**config.mk**
```make
export PLATFORM = sky130hd
export DESIGN_NAME = decoder_input_frontend
export DESIGN_NICKNAME = d
export VERILOG_FILES = /design/src/rtl/decoder_input_frontend.sv
export SDC_FILE = /design/constraint.sdc
export NUM_CORES = 1
export LEC_CHECK = 0
export CORE_MARGIN = 4
export CORE_UTILIZATION = 47
export DETAILED_ROUTE_END_ITERATION = 7
export PLACE_DENSITY = 0.78
export SYNTH_ARGS = -nofsm -noshare
export SYNTH_HDL_FRONTEND = slang
export SYNTH_SLANG_ARGS = --single-unit
```
**constraint.sdc**
```tcl
create_clock -name wb_clk_i -period 1.7 [get_ports wb_clk_i]
set_input_delay 0.51 -clock wb_clk_i [delete_from_list [all_inputs] [get_ports wb_clk_i]]
set_output_delay 0.51 -clock wb_clk_i [all_outputs]
set_load 0.01 [all_outputs]
```
**src/rtl/decoder_input_frontend.sv**
```systemverilog
// Serial capture front end for the decoder.
// Synchronises a three-wire serial link (cs_n, sck, sdi), frames 7-bit words, checks the
// bit count (and optional odd parity), and presents good words through a one-entry
// valid/ready holding register. Rejected frames bump a saturating counter; good frames
// that find the holding register full set a sticky overrun flag.
// Optional feature: define DECODER_FE_PARITY_EN to append and check an odd parity bit.
module decoder_input_frontend #(
  parameter int unsigned SYNC_STAGES = 2,
  parameter int unsigned ERR_CNT_W   = 8
) (
  input  logic                 wb_clk_i,
  input  logic                 wb_rst_i,
  input  logic                 ser_cs_n,
  input  logic                 ser_sck,
  input  logic                 ser_sdi,
  output logic [6:0]           code_out,
  output logic                 code_valid,
  input  logic                 code_ready,
  output logic                 overrun,
  output logic [ERR_CNT_W-1:0] frame_err_cnt,
  input  logic                 err_clr
);

`ifdef DECODER_FE_PARITY_EN
  localparam int unsigned FRAME_BITS = 8;
`else
  localparam int unsigned FRAME_BITS = 7;
`endif

  typedef enum logic [1:0] {StIdle, StShift, StCheck} state_e;

  logic [SYNC_STAGES-1:0] cs_sync_q, sck_sync_q, sdi_sync_q;
  logic                   cs_d1_q, sck_d1_q;
  logic                   cs_s, sck_s, sdi_s;
  logic                   cs_fall, cs_rise, sck_rise;

  state_e                 state_q;
  logic [FRAME_BITS-1:0]  shreg_q;
  logic [3:0]             bitcnt_q;

  logic [6:0]             code_q, code_d;
  logic                   valid_q, valid_d;
  logic                   ovr_q, ovr_d;
  logic [ERR_CNT_W-1:0]   cnt_q, cnt_d;

  logic                   parity_ok;
  logic                   frame_good, frame_bad;
  logic                   load, drop, xfer;
  logic [6:0]             frame_data;

  // Pin synchronisers plus one delay flop on cs_n/sck for edge detection.
  always_ff @(posedge wb_clk_i or posedge wb_rst_i) begin
    if (wb_rst_i) begin
      cs_sync_q  <= '1;
      sck_sync_q <= '1;
      sdi_sync_q <= '0;
      cs_d1_q    <= 1'b1;
      sck_d1_q   <= 1'b1;
    end else begin
      cs_sync_q  <= {cs_sync_q[SYNC_STAGES-2:0], ser_cs_n};
      sck_sync_q <= {sck_sync_q[SYNC_STAGES-2:0], ser_sck};
      sdi_sync_q <= {sdi_sync_q[SYNC_STAGES-2:0], ser_sdi};
      cs_d1_q    <= cs_s;
      sck_d1_q   <= sck_s;
    end
  end

  assign cs_s     = cs_sync_q[SYNC_STAGES-1];
  assign sck_s    = sck_sync_q[SYNC_STAGES-1];
  assign sdi_s    = sdi_sync_q[SYNC_STAGES-1];
  assign cs_fall  = cs_d1_q & ~cs_s;
  assign cs_rise  = ~cs_d1_q & cs_s;
  assign sck_rise = ~sck_d1_q & sck_s;

  // Framing FSM: collect bits between cs_n edges, then spend one cycle checking.
  always_ff @(posedge wb_clk_i or posedge wb_rst_i) begin
    if (wb_rst_i) begin
      state_q  <= StIdle;
      shreg_q  <= '0;
      bitcnt_q <= '0;
    end else begin
      unique case (state_q)
        StIdle: begin
          shreg_q  <= '0;
          bitcnt_q <= '0;
          if (cs_fall) state_q <= StShift;
        end
        StShift: begin
          if (cs_rise) begin
            // An sck edge coincident with frame end is ignored.
            state_q <= StCheck;
          end else if (sck_rise) begin
            shreg_q <= {shreg_q[FRAME_BITS-2:0], sdi_s};
            if (bitcnt_q != 4'd15) bitcnt_q <= bitcnt_q + 4'd1;
          end
        end
        StCheck: state_q <= StIdle;
        default: state_q <= StIdle;
      endcase
    end
  end

`ifdef DECODER_FE_PARITY_EN
  // Odd parity: data plus parity bit must hold an odd number of ones.
  assign parity_ok = ^shreg_q;
`else
  assign parity_ok = 1'b1;
`endif

  assign frame_data = shreg_q[FRAME_BITS-1 -: 7];
  assign frame_good = (state_q == StCheck) && (bitcnt_q == 4'(FRAME_BITS)) && parity_ok;
  assign frame_bad  = (state_q == StCheck) && !frame_good;

  // Holding register, overrun flag and error counter next state; err_clr wins.
  always_comb begin
    xfer    = valid_q && code_ready;
    load    = frame_good && (!valid_q || code_ready);
    drop    = frame_good && !load;
    code_d  = code_q;
    valid_d = valid_q;
    ovr_d   = ovr_q;
    cnt_d   = cnt_q;
    if (load) begin
      code_d  = frame_data;
      valid_d = 1'b1;
    end else if (xfer) begin
      valid_d = 1'b0;
    end
    if (err_clr) begin
      ovr_d = 1'b0;
      cnt_d = '0;
    end else begin
      if (drop) ovr_d = 1'b1;
      if (frame_bad && (cnt_q != {ERR_CNT_W{1'b1}})) cnt_d = cnt_q + ERR_CNT_W'(1);
    end
  end

  // Output registers.
  always_ff @(posedge wb_clk_i or posedge wb_rst_i) begin
    if (wb_rst_i) begin
      code_q  <= '0;
      valid_q <= 1'b0;
      ovr_q   <= 1'b0;
      cnt_q   <= '0;
    end else begin
      code_q  <= code_d;
      valid_q <= valid_d;
      ovr_q   <= ovr_d;
      cnt_q   <= cnt_d;
    end
  end

  assign code_out      = code_q;
  assign code_valid    = valid_q;
  assign overrun       = ovr_q;
  assign frame_err_cnt = cnt_q;

endmodule

```
## Yosys cells after proc, flatten, opt, wreduce, memory -nomap -nowiden

Cells that the tools add are included.

- Bits in registers: 38
- Logic and storage cells: 64

- Add/sub/neg operators: 2
- Eq/ne operators: 10
- Mux-type cells: 16
- Bitwise gates (word level): 6
- Reduce and logical (&&, ||, !) cells: 18

Operator list:

| operator | number |
|---|---|
| $mux 8 | 2 |
| $mux 7 | 2 |
| $pmux 7 s2 | 1 |
| $mux 4 | 3 |
| $ne 2x2->1 const B | 5 |
| $add 8x1->8 const B | 1 |
| $ne 8x8->1 const B | 1 |
| $pmux 4 s2 | 1 |
| $reduce_bool 2->1 | 4 |
| $logic_and 1x1->1 | 6 |
| $add 4x1->4 const B | 1 |
| $eq 4x3->1 const B | 1 |
| $mux 1 | 4 |
| $mux 2 | 2 |
| $ne 4x4->1 const B | 1 |
| $pmux 2 s2 | 1 |
| $reduce_and 4->1 | 1 |
| $and 1x1->1 | 3 |
| $logic_not 1->1 | 3 |
| $not 1->1 | 3 |
| $reduce_and 3->1 | 1 |
| $eq 2x1->1 const B | 1 |
| $eq 2x2->1 const B | 1 |
| $logic_not 2->1 | 1 |
| other kinds (2) | 2 |

## Depth between registers and ports, before layout

- Word-level depth: 7
- Gate-level depth with buffers: 5
- Depth with buffers taken out: 5

## Least setup slack after synthesis

OpenSTA, ideal clock, no wires.

- Kind: register -> register
- From: register bitcnt_q[0]
- To: register code_q[0] (netlist: code_out[0])
- Setup time: 0.125 ns
- Data arrival time: 1.491 ns
- Data required time: 1.575 ns
- Slack: 0.085 ns
- Stages on the path, launching flop included: 5
- Buffers on the path: 0
- Period minus slack after synthesis: 1.615 ns
- Cells stage by stage: dfrtp_1 > ha_1 > nand3b_1 > nor3_2 > mux2_2

- Longest elaborated chain between the ends: 3

Ends and longest elaborated chain:

| what | RTL line | text |
|---|---|---|
| from (decl) | 39 | `logic [3:0] bitcnt_q;` |
| from (signal assigned) | 94 | `if (bitcnt_q != 4'd15) bitcnt_q <= bitcnt_q + 4'd1;` |
| $eq 4x3->1 | 111 | `assign frame_good = (state_q == StCheck) && (bitcnt_q == 4'(FRAME_BITS)) && parity_ok;` |
| $logic_and 1x1->1 | 111 |  |
| $logic_and 1x1->1 | 117 | `load = frame_good && (!valid_q \|\| code_ready);` |
| to (signal assigned) | 146 | `code_q <= code_d;` |
| to (decl) | 41 | `logic [6:0] code_q, code_d;` |

Every way passes these cells.
A chain may end at the register's enable or synchronous reset.

## Final worst setup path

- From: register cnt_q[0] (netlist: frame_err_cnt[0])
- To: register cnt_q[3] (netlist: frame_err_cnt[3])

- Longest elaborated chain between the ends: 3
- Elaborated cells on any way between the ends: 6
- Those cells by class: add/sub: 1; eq/ne: 1; mux: 2; reduce/logical: 2

Ends and longest elaborated chain:

| what | RTL line | text |
|---|---|---|
| from (decl) | 44 | `logic [ERR_CNT_W-1:0] cnt_q, cnt_d;` |
| from (signal assigned) | 149 | `cnt_q <= cnt_d;` |
| $add 8x1->8 / $ne 8x8->1 (equally long branches) | 134 | `if (frame_bad && (cnt_q != {ERR_CNT_W{1'b1}})) cnt_d = cnt_q + ERR_CNT_W'(1);` |
| $mux 8 / $logic_and 1x1->1 (equally long branches) | 134 |  |
| $mux 8 / $reduce_bool 2->1 (equally long branches) | -- |  |

Several ways; a longest one is shown, not always the timed one. The select of a mux whose other input is x is not followed.

==> run_results.csv <==
group,metric,value,unit
timing,max_freq,600,MHz
clock_network,clock_latency,330,ps
detailed_routing,num_vias,1284,
power,p_int,1.15,mW
detailed_routing,wl_per_cell,13.8,um
floorplanning,die_h,66.3,um
grt,overflow,0,
place,dp_hpwl,2.17,mm
outcome,outcome,"finished clean",
setup_path,critPathKind,"reg2reg",
detailed_routing,drt_iter0_drc,120,
grt,grt_usage,17.1,%
grt,antenna_found_initial,0,
timing,worst_pin_slew,424,ps
clock_network,cts_buffers,5,
clock_network,cts_tree,"done",
power,irDropWorstVdd,0.529,mV
power,combPwrFrac,8.2,%
yosys,synth_enable_flop_cells,0,
clock_network,clockBufferDepth,2,
setup_path,regToRegSetupSlack,30,ps
grt,grt_pass1_vias,1286,
yosys,synth_nets,154,
detailed_routing,drc_errors,0,
setup_path,cp.arrival,1930,ps
yosys,yosysUniqueCellTypes,36,
finish,diodes,0,
setup_path,path_cells,"buf_4 -> ha_1 -> nand3_1 -> nor2_2 -> or4_4 -> a21oi_2",
timing,slew_headroom,71.7,%
setup_path,cpPeakStageDelay,500,ps
run,max_cap_violations,0,
floorplanning,core_area,0.00315,mm2
yosys,synthArstFlopShare,100,%
yosys,yosysWarnings,0,
setup_path,r2r-start,"frame_err_cnt[0]",
clock_network,clk_pin_slew,100,ps
detailed_routing,routed_wl,3.22,mm
floorplanning,rows,20,
yosys,synth_flop_cell,"dfrtp_1",
setup_path,cp-endpoint,"frame_err_cnt[3]",
setup_path,cp-end-kind,"register",
yosys,synth-seq-cells,38,
power,power_density,726,mW/mm2
power,clkPwrFrac,28.3,%
timing,rsz0062_at_grt,"true",
clock_network,root_buffer,"clkbuf_4",
setup_path,cpMaxStageDelayCell,"or4_4",
setup_path,r2r_end,"frame_err_cnt[3]",
timing,finalCriticalPeriod,1670,ps
worst_hold_path,hold_class,"reg2reg",
place,gp_congestion,0.889,
finish,area_growth,28.9,%
setup_path,cp.required,1960,ps
grt,grt_pass1_wl,5.68,mm
yosys,synth_cells,145,
yosys,syn_area,0.00160,mm2
yosys,avgSynthCellArea,11.0,um2
worst_hold_path,hold_depth,0,
floorplanning,dieArea,0.00439,mm2
setup_path,worst_setup_path_start_kind,"register",
clock_network,cts_max_level,2,
timing,post-route-period-util,98.1,%
timing,finalHoldViolCount,0,
timing,skew,10.1,ps
floorplanning,start_util,50.6,%
power,p_leak,1.03,nW
setup_path,rr_worst_depth,6,
finish,nets,197,
timing,slew_viol_final,0,
power,seqPwrFrac,63.4,%
timing,setup_tns,0,ps
power,p_sw,0.344,mW
detailed_routing,drtPass1Iterations,4,
place,port_buffers,23,
setup_path,crit_start,"frame_err_cnt[0]",
setup_path,path_max_fanout,9,
finish,fin_util,65.2,%
timing,setup_violations,0,
floorplanning,fp.dieW,66.3,um
finish,drive_gt1_share,24.3,%
detailed_routing,ant_nets,0,
clock_network,cts.sinks,38,
floorplanning,pin_count,24,
detailed_routing,via_per_inst,5.51,
power,p_sw_share,23.1,%
yosys,yosysSeqAreaShare,60.1,%
grt,grt_max_degree,39,
cell usage in the layout (no fill, tap or decap), types with 2 or more instances in the layout:
cell type        netlist  final
a21oi_1                8      5
a21oi_2                0      3
a31oi_1                3      3
buf_4                  0     15
clkbuf_1               1      3
clkbuf_4               0      5
clkdlybuf4s50_1        0      6
dfrtp_1               32     32
dfstp_2                6      6
dlygate4sd2_1          0     17
inv_1                  4      4
mux2_2                 7      7
mux2i_1                4      4
nand2_1               24     24
nand2b_1               2      2
nand3_1               12     12
nand3b_1               2      2
nor2_1                 6      5
nor2b_1                3      3
nor3_1                 2      2
nor4_1                 3      3
o21ai_0                4      4
o31ai_1                2      2
or4_4                  0      2
synth_stat cells (2+ instances only):
master     n  area share [%]
dfrtp_1   32              50
nand2_1   24             5.6
nand3_1   12             3.8
a21oi_1    8             2.5
mux2_2     7             4.9
dfstp_2    6             9.9
nor2_1     6             1.4
inv_1      4            0.94
mux2i_1    4             2.5
o21ai_0    4             1.3
a31oi_1    3             1.2
nor2b_1    3             1.2
nor4_1     3             1.2
ha_1       2             1.6
nand2b_1   2            0.78
nand3b_1   2            0.94
nor3_1     2            0.63
o31ai_1    2            0.94
or4_1      2            0.94
power by group through the flow:
stage | Combinational (mW) | Clock (mW) | Sequential, mW
2_1_floorplan | 0.0692 | 0 | 0.963
3_5_place_dp | 0.111 | 0 | 0.967
3_3_place_gp | 0.108 | 0 | 0.966
5_1_grt | 0.142 | 0.500 | 0.953
4_1_cts | 0.113 | 0.446 | 0.949
6_report | 0.123 | 0.423 | 0.947
final cells by class:
cell class	count	area, um2
fill	280	1100
sequential	38	958
multi-input combinational	100	638
timing repair buffer	39	342
tap	44	55.1
clock buffer	8	48.8
inverter	4	15.0
stage by stage:
step | hold slack, ps | cell area [um2] | worst slack, ps | total power, mW | instances
final | 357 | 2060 | 32.3 | 1.49 | 233
after global routing | 366 | 2060 | -10.2 | 1.59 | 233
after CTS | 358 | 2010 | 4.05 | 1.51 | 231
after detailed placement | 336 | 1930 | -124 | 1.08 | 216
after global placement | 345 | 1930 | -95.6 | 1.07 | 216
after floorplan | 331 | 1600 | 84.7 | 1.03 | 145
cell families (layout without fill, tap and decap cells):
group / count (synthesis) / in the layout / share of synthesized area (%)
flip-flops: 38 / 38 / 60.1
buffers and inverters: 7 / 51 / 1.72
AO/OA/AOI/OAI: 21 / 21 / 7.92
multiplexers: 11 / 11 / 7.45
adder cells (fa/ha/maj): 2 / 2 / 1.57
AND/OR/NAND/NOR: 66 / 66 / 21.3
critical path, delay by kind of cell, from the launching register on:
family	cells	cell delay [ps]
adders and majority gates	1	210
DFF	1	390
buffers and inverters	1	150
AOI/OAI and AO/OA	1	150
and+or+nand+nor	3	700
per-layer routing:
metal	track usage, %	routed length [um]	part of all wire, %
met2	28.5	1620	50
met1	21.0	1320	41
met5	0	0	0
met4	4.57	49	1.5
met3	5.78	230	7.1
sequential cells by signal, indices dropped and copies added, names as in the netlist:
name and count:
cs_sync_q 2, code_out 7, code_valid 1, sck_d1_q 1, frame_err_cnt 8, sck_sync_q 2, overrun 1, frame_data 7
state_q 2, bitcnt_q 4, sdi_sync_q 2, cs_d1_q 1
how the worst min path moves through the flow:
stage / startpoint / slack [ps] / endpoint
finish: sck_sync_q[0] / 360 / sck_sync_q[1]
global route: cs_sync_q[0] / 370 / cs_sync_q[1]
CTS: sck_sync_q[0] / 360 / sck_sync_q[1]
detailed placement: sdi_sync_q[0] / 340 / sdi_sync_q[1]
global placement: sdi_sync_q[0] / 340 / sdi_sync_q[1]
floorplan: sdi_sync_q[0] / 330 / sdi_sync_q[1]
what timing repair did:
| item | in CTS | in global routing |
|---|---|---|
| pin swaps | 0 | 3 |
| hold buffers | 0 | 0 |
| gates resized for setup | 17 | 8 |
| endpoints found under the hold margin | 0 | 0 |
| endpoints found under the setup margin | 17 | 11 |
| setup buffers | 7 | 2 |
Power figures use the tool's default switching activity.
